===== config.mk =====
export PLATFORM = sky130hd
export DESIGN_NAME = job_dispatcher
export DESIGN_NICKNAME = d
export VERILOG_FILES = /design/src/rtl/job_mgr_pkg.sv /design/src/rtl/job_timeout_timer.sv /design/src/rtl/job_dispatcher.sv
export SDC_FILE = /design/constraint.sdc
export NUM_CORES = 2
export LEC_CHECK = 0
export ABC_AREA = 1
export BUFFER_PORTS_ARGS = -buffer_cell sky130_fd_sc_hd__buf_2
export CORE_AREA = 2 2 649 651
export DETAILED_ROUTE_END_ITERATION = 8
export DIE_AREA = 0 0 651 653
export HOLD_SLACK_MARGIN = 0.05
export PLACE_DENSITY_LB_ADDON = 0.2
export SLEW_MARGIN = 30
export SYNTH_ARGS = -nofsm -noshare
export SYNTH_HDL_FRONTEND = slang
export SYNTH_SLANG_ARGS = --single-unit

===== constraint.sdc =====
create_clock -name clk -period 2 [get_ports clk]
set_clock_uncertainty 0.15 [all_clocks]
set_input_delay 0.5 -clock clk [delete_from_list [all_inputs] [get_ports clk]]
set_output_delay 0.5 -clock clk [all_outputs]
set_load 0.02 [all_outputs]

===== src/rtl/job_mgr_pkg.sv =====
`default_nettype none
// ============================================================================
//  Module      : job_mgr_pkg
//  Description : Shared types and constants for the job dispatcher: FSM state
//                encoding, completion status codes and descriptor beat width.
//  Revision    : 1.0 - initial release
// ============================================================================
package job_mgr_pkg;

    // One descriptor beat; a full descriptor is two beats.
    localparam int unsigned c_BEAT_W    = 512;
    localparam int unsigned c_PAYLOAD_W = 2 * c_BEAT_W;

    // Completion status codes. 2'b10 and 2'b11 are reserved.
    localparam logic [1:0] c_STATUS_OK      = 2'b00;
    localparam logic [1:0] c_STATUS_TIMEOUT = 2'b01;

    typedef enum logic [2:0] {
        IDLE      = 3'd0,
        BEAT1     = 3'd1,
        START     = 3'd2,
        WAIT_DONE = 3'd3,
        CPL       = 3'd4
    } state_t;

endpackage : job_mgr_pkg
`default_nettype wire


===== src/rtl/job_timeout_timer.sv =====
`default_nettype none
// ============================================================================
//  Module      : job_timeout_timer
//  Description : Cycle counter for the WAIT_DONE phase. Counts from zero while
//                enabled; expired is high in the cycle the count equals
//                TIMEOUT_CYCLES-1. TIMEOUT_CYCLES == 0 never expires.
//  Revision    : 1.0 - initial release
// ============================================================================
module job_timeout_timer #(
    parameter logic [31:0] TIMEOUT_CYCLES = 32'h00FF_FFFF
) (
    input  logic clk,
    input  logic rst,
    input  logic clear,
    input  logic enable,
    output logic expired
);

    logic [31:0] r_count;

    // Free-running count while enabled; cleared whenever the FSM is elsewhere.
    always_ff @(posedge clk) begin
        if (rst || clear) begin
            r_count <= 32'd0;
        end else if (enable) begin
            r_count <= r_count + 32'd1;
        end
    end

    // The zero check keeps the wrapped TIMEOUT_CYCLES-1 from ever matching.
    assign expired = enable && (TIMEOUT_CYCLES != 32'd0) &&
                     (r_count == (TIMEOUT_CYCLES - 32'd1));

endmodule : job_timeout_timer
`default_nettype wire


===== src/rtl/job_dispatcher.sv =====
`default_nettype none
// ============================================================================
//  Module      : job_dispatcher
//  Description : Assembles a two-beat 1024-bit descriptor, starts one engine
//                job, waits for engine_done or a timeout, and hands off one
//                completion record. One job in flight at a time.
//  Revision    : 1.0 - initial release
// ============================================================================
module job_dispatcher
    import job_mgr_pkg::*;
#(
    parameter int unsigned READREG_NUMBER = 1,
    parameter logic [31:0] TIMEOUT_CYCLES = 32'h00FF_FFFF
) (
    input  logic                           clk,
    input  logic                           rst,
    input  logic                           desc_valid,
    output logic                           desc_ready,
    input  logic [c_BEAT_W-1:0]            desc_data,
    output logic                           engine_start,
    output logic [c_PAYLOAD_W-1:0]         payload,
    input  logic                           engine_done,
    input  logic [READREG_NUMBER*32-1:0]   return_code,
    output logic                           cpl_valid,
    input  logic                           cpl_ready,
    output logic [15:0]                    cpl_job_id,
    output logic [1:0]                     cpl_status,
    output logic [READREG_NUMBER*32-1:0]   cpl_return_code,
    output logic                           busy,
    output logic [31:0]                    job_count
);

    state_t                         r_state;
    state_t                         w_state_next;
    logic [c_PAYLOAD_W-1:0]         r_payload;
    logic [1:0]                     r_cpl_status;
    logic [READREG_NUMBER*32-1:0]   r_cpl_rc;
    logic [31:0]                    r_job_count;

    logic w_load_beat0;
    logic w_load_beat1;
    logic w_cap_ok;
    logic w_cap_timeout;
    logic w_cpl_hs;
    logic w_in_wait;
    logic w_expired;

    assign w_in_wait = (r_state == WAIT_DONE);

    job_timeout_timer #(
        .TIMEOUT_CYCLES (TIMEOUT_CYCLES)
    ) u_timer (
        .clk     (clk),
        .rst     (rst),
        .clear   (!w_in_wait),
        .enable  (w_in_wait),
        .expired (w_expired)
    );

    // State register; reset abandons any partial descriptor or running job.
    always_ff @(posedge clk) begin
        if (rst) begin
            r_state <= IDLE;
        end else begin
            r_state <= w_state_next;
        end
    end

    // Next-state and handshake outputs; engine_done is not looked at in START
    // because it can still be high from the previous job.
    always_comb begin
        w_state_next  = r_state;
        desc_ready    = 1'b0;
        engine_start  = 1'b0;
        cpl_valid     = 1'b0;
        w_load_beat0  = 1'b0;
        w_load_beat1  = 1'b0;
        w_cap_ok      = 1'b0;
        w_cap_timeout = 1'b0;
        w_cpl_hs      = 1'b0;
        case (r_state)
            IDLE: begin
                desc_ready = 1'b1;
                if (desc_valid) begin
                    w_load_beat0 = 1'b1;
                    w_state_next = BEAT1;
                end
            end
            BEAT1: begin
                desc_ready = 1'b1;
                if (desc_valid) begin
                    w_load_beat1 = 1'b1;
                    w_state_next = START;
                end
            end
            START: begin
                engine_start = 1'b1;
                w_state_next = WAIT_DONE;
            end
            WAIT_DONE: begin
                if (engine_done) begin
                    w_cap_ok     = 1'b1;
                    w_state_next = CPL;
                end else if (w_expired) begin
                    w_cap_timeout = 1'b1;
                    w_state_next  = CPL;
                end
            end
            CPL: begin
                cpl_valid = 1'b1;
                if (cpl_ready) begin
                    w_cpl_hs     = 1'b1;
                    w_state_next = IDLE;
                end
            end
            default: begin
                w_state_next = IDLE;
            end
        endcase
    end

    // Descriptor assembly, completion capture and the handed-off job counter.
    always_ff @(posedge clk) begin
        if (rst) begin
            r_payload    <= '0;
            r_cpl_status <= c_STATUS_OK;
            r_cpl_rc     <= '0;
            r_job_count  <= 32'd0;
        end else begin
            if (w_load_beat0) begin
                r_payload[c_BEAT_W-1:0] <= desc_data;
            end
            if (w_load_beat1) begin
                r_payload[c_PAYLOAD_W-1:c_BEAT_W] <= desc_data;
            end
            if (w_cap_ok) begin
                r_cpl_status <= c_STATUS_OK;
                r_cpl_rc     <= return_code;
            end else if (w_cap_timeout) begin
                r_cpl_status <= c_STATUS_TIMEOUT;
                r_cpl_rc     <= '0;
            end
            if (w_cpl_hs) begin
                r_job_count <= r_job_count + 32'd1;
            end
        end
    end

    assign payload         = r_payload;
    assign cpl_job_id      = r_payload[15:0];
    assign cpl_status      = r_cpl_status;
    assign cpl_return_code = r_cpl_rc;
    assign job_count       = r_job_count;
    assign busy            = (r_state != IDLE);

endmodule : job_dispatcher
`default_nettype wire


# Yosys cells after proc, flatten, opt, wreduce, memory -nomap -nowiden
# Index checks and enable logic that the tools add are counted.
# totals
output_inout_bits	1110
regBits	1124
in_bits	549
# op_classes
eq_ne	9
n_addsub	2
reduce_logical	9
muxes	21
# ops
cell	n
$add A32 B1 Y32 const B	2
$mux W32	2
$eq A32 B24 Y1 const B	1
$mux W3	5
$pmux W3 S5	1
$mux W1	13
$eq A3 B2 Y1 const B	2
$ne A2 B2 Y1 const B	3
$reduce_and A4 Y1	1
$reduce_or A2 Y1	2
$eq A3 B1 Y1 const B	1
$eq A3 B3 Y1 const B	1
$logic_not A3 Y1	1
$ne A3 B2 Y1 const B	1
$reduce_bool A3 Y1	1
$reduce_bool A2 Y1	1
$logic_and A1 B1 Y1	1
$logic_not A1 Y1	1
$logic_or A1 B1 Y1	1

# Longest topological paths before layout
# logic_depth
ltp_word	7
depth_mapped	11

# Cells and area by module
# Synthesis repeated with hierarchy kept, for this count alone.
# hier_totals
hier_cells	5221
area_unflattened_um2	40626.5
# by_module_without_submodules
mod	area_each_um2	cells_per_inst	seq_area_each_um2	instances
job_dispatcher	38739.7	4928	21861.0	1
job_timeout_timer	1886.8	293	640.6	1

# Worst setup path before layout
# OpenSTA, ideal clock, no wires.
# synth_path
path_type	reg-to-reg
start	register r_job_count[0], in the netlist job_count[0]
end	register r_job_count[28], in the netlist job_count[28]
setup_slack_ns	0.255
required_time_ns	1.737
stages_incl_launch_ff	9
setup_time_ns	0.113
n_path_buf	0
t_arrival_ns	1.482
cell_sequence	dfxtp_1 > ha_1 > nand3_1 > nor2_1 > nand3_1 > nor2_2 > nand3_1 > o21ai_1 > nor2_1
# synth_between
elab_chain_cells	1
# synth_lines
item	line	rtl
from (decl)	job_dispatcher.sv:38	logic [31:0] r_job_count;
from (signal assigned)	job_dispatcher.sv:144	r_job_count <= r_job_count + 32'd1;
$add A32 B1 Y32	job_dispatcher.sv:144	
# Every way passes these cells.
# A chain may end at the register's enable or synchronous reset.

# Final worst setup path
# layout_path
start	register r_state[0]
end	register r_payload[784], in the netlist payload[784]
# layout_between
elab_chain_cells	2
# layout_lines
item	line	rtl
from (decl)	job_dispatcher.sv:33	state_t r_state;
from (signal assigned)	job_dispatcher.sv:65	r_state <= w_state_next;
$eq A3 B1 Y1	job_dispatcher.sv:81	case (r_state)
$mux W1	job_dispatcher.sv:81	
to (signal, indexed assignment)	job_dispatcher.sv:131	r_payload[c_BEAT_W-1:0] <= desc_data;
to (signal, indexed assignment)	job_dispatcher.sv:134	r_payload[c_PAYLOAD_W-1:c_BEAT_W] <= desc_data;
to (decl)	job_dispatcher.sv:35	logic [c_PAYLOAD_W-1:0] r_payload;
# Every way passes these cells.

==> metrics <==
Post-Synth Adder-Cell Area=less than 1%; main combinational cell family by area after synthesis=compound AO/OA/AOI/OAI gates; Psw=~26000 µW; EDFF count, synth=0; Ys Warns=0; Power per Cell Area=983 mW/mm²; count leader, synth=nor2_1; drt drc=0; Hold Crit Class=in2reg; Async SR Flop Fraction=0%; Post-Synth Simple-Gate Area=around 14%; Syn Std Cell Area=approximately 0.04 mm²; synthesis-stage register bit count=1124; max-slew violations=0; largest net degree at the start of global routing=88; maximum fanout along the worst path=9; depth of the most critical reg-to-reg path=14; fillcell total=roughly 47000; worst endpoint required time=around 2600 ps; Worst Setup Path Type=reg2reg; DR vias=~45000; post-synth top area share=between 50 and 60%; failing checks=negative setup slack; drt first pass iters=5; Clock Latency Late Sink=about 840 ps; Syn Area/Cell=just under 8 µm²; hold path depth=5; placed cell areas=0.0579 mm²; CTS tree=done; CTS buffer count=around 160; RSZ-0062 raised after global routing=true; Max Root-Sink Buffers=4; Final ANT Viol Nets=0; min Tclk post-route=2370 ps; die footprint=approximately 0.43 mm²; routed vias/inst=approximately 3.4; CP endpoint kind=flip-flop; number of global-route vias before repair=around 44000; DR WL/cell=about 24 µm; Seq/Total Area, Yosys=55.5%; final setup violation count=684; clock network fraction of total power=about 37%; grt ovf=0; hold path endpoint=payload[513]$_SDFFE_PP0P_; Clk Tree Root Cell=clkbuf_16; row count=between 200 and 250; Reg2Reg Launch Point=r_state[0]$_SDFFE_PP0P_; hpwl dp=between 200 and 300 mm; Max-Cap Viols=0; final hold vios=0; Post-Route Setup TNS=-127980 ps; fin crit share=118%; Synth area leaders=dfxtp_1 56%, o21ai_0 11%, nor2_1 10%, a21oi_1 7.2%, inv_1 5.5%; global-route wire length before repair=~410 mm; Routability Congestion=roughly 0.87; fmax=423 MHz; ys flop type=dfxtp_1; Reg clk slew, reported paths=approximately 60 ps; fin nets=8292; flop2flop setup slack=-370 ps; H-tree Lvls=4; switching share of total power=around a third; CP Data Arrival Time=between 2000 and 3000 ps; DRT iter0 DRCs=approximately 2800; R2R Path End=payload[784]$_SDFFE_PP0P_; # port buffers=around 1700; final setup margin=-366 ps; hold wc startpoint=rst; Design Area, Final=approximately 0.078 mm²; Die Y=around 650 µm; post-synthesis mux area share=0%; Reg power frac=35.6%; cell taking the most area after synthesis=dfxtp_1; Yosys cell types=35; Post-Synthesis Cells=roughly 5200; Post-synth top cells=1125 x nor2_1, 1124 x dfxtp_1, 926 x o21ai_0, 589 x inv_1, 586 x a21oi_1; LEAKAGE=0.0331 µW; die outline width=651 µm; post-synthesis compound-gate area fraction=20.3%; Worst setup SP type=flip-flop; share of layout cells above drive strength 1=a little over two fifths; Area growth, synth to finish=93.6%; Logic pwr share=27.0%; Int Pwr=51000 µW; status=finished with violations; XOR/XNOR share of the synthesized area=less than 1%; Core ar.=about 0.42 mm²; DRT Wirelength=316 mm; initial antenna violation count=approximately 60; Max VDD drop=between 600 and 700 µV; Syn Nets=~5700; GR Util All Layers=13.8%; Sink Count=between 1000 and 1500; effective utilization at floorplan=around 9.7%; I/O pins=approximately 1700
final cells by class:
cell class / count / area (µm²) / share of cell area (%)
clock inverters: 47 / 633 / 0.807
well taps: 5520 / 6910 / 8.81
repair buffers: 2764 / 25200 / 32.2
inverters: 596 / 2260 / 2.88
multi-input cells: 3099 / 15300 / 19.5
diodes: 16 / 40.0 / 0.0511
flip-flops and latches: 1124 / 23600 / 30.1
clock buffers: 223 / 4460 / 5.69
timing repair:
item                                    4_1_cts  5_1_grt
gates cloned                                 17       47
buffers inserted                             81       38
endpoints found under the setup margin     1334     1674
pin swaps                                     4      125
hold buffers                                547        0
resized for setup                          2334      427
endpoints found under the hold margin      1076        0
cells by family after synthesis:
| family | count (synthesis) |
|---|---|
| buffers and inverters | 971 |
| AOI/OAI and AO/OA | 1642 |
| DFF | 1124 |
| and+or+nand+nor | 1447 |
| adders and majority gates | 3 |
| xor gates and xnor gates | 6 |
| other | 1 |
state kept, by name, indices dropped and copies added (netlist names):
signal	cells
payload	1024
cpl_return_code	32
job_count	32
u_timer.r_count	32
r_state	3
cpl_status	1
per-stage QoR:
step / total power [µW] / utilization, % / hold slack [ps] / worst slack, ps / instances
floorplan: 34300 / - / 280 / 255 / 5194
global route: 80400 / 18.7 / 139 / -492 / 13379
detailed placement: 43300 / 13.8 / 281 / -211 / 12389
finish: 77100 / 18.7 / 185 / -366 / 13389
global placement: 43400 / 13.8 / 280 / -196 / 12389
CTS: 77000 / 18.1 / 97.2 / -483 / 13302
power by group through the flow:
| stage | clock (µW) | combinational, µW | sequential (µW) |
|---|---|---|---|
| 2_1_floorplan | 0 | 4410 | 29900 |
| 3_3_place_gp | 0 | 16200 | 27200 |
| 3_5_place_dp | 0 | 16100 | 27200 |
| 4_1_cts | 29800 | 19800 | 27400 |
| 5_1_grt | 30600 | 22100 | 27700 |
| 6_report | 28800 | 20800 | 27400 |
worst max-delay path, cell delays in order, from the launching register on:
cell and delay, ps:
dfxtp_4 380, inv_4 40, nor2_4 100, nand2_2 60
buf_4 120, buf_4 130, nor2_4 200, buf_12 150
buf_6 90, buf_12 140, buf_16 160, buf_12 150
buf_16 150, o21ai_0 80, nor2_1 90
worst max-delay path by stage:
stage                                    from                          to  cells past startpoint
global placement                   desc_valid   payload[773]$_SDFFE_PP0P_                      9
CTS                   r_state[0]$_SDFFE_PP0P_                engine_start                      4
finish                r_state[0]$_SDFFE_PP0P_   payload[784]$_SDFFE_PP0P_                     14
floorplan           job_count[0]$_SDFFE_PP0P_  job_count[28]$_SDFFE_PP0P_                      8
global route          r_state[0]$_SDFFE_PP0P_                  desc_ready                      6
detailed placement                 desc_valid   payload[773]$_SDFFE_PP0P_                      9
cell usage in the layout (no fill, tap or decap), types with 20 or more instances in the layout:
cell type,netlist,routed
nor2_4,5,95
nor2_2,9,55
clkbuf_8,0,26
dfxtp_4,0,150
buf_2,158,1046
clkinv_2,0,20
o21ai_1,121,137
buf_12,0,126
o21ai_0,926,801
clkbuf_1,185,39
clkbuf_16,0,195
dfxtp_2,0,446
buf_4,21,316
buf_8,0,95
buf_6,10,564
buf_16,0,33
dfxtp_1,1124,528
a21oi_1,586,586
o21ai_2,0,104
inv_1,589,587
nand3_1,67,67
nor2_1,1125,989
nand2_1,202,198
dlygate4sd3_1,0,547
per-layer routing:
metal	part of all wire, %	vias up	track usage (%)
met5	0.038	-	0
met4	2.5	18	3.41
met3	5.8	325	3.19
met2	48	1414	23.5
met1	43	21756	17.5
li1	-	21826	-
No activity file was read; power rests on OpenSTA's default activity.
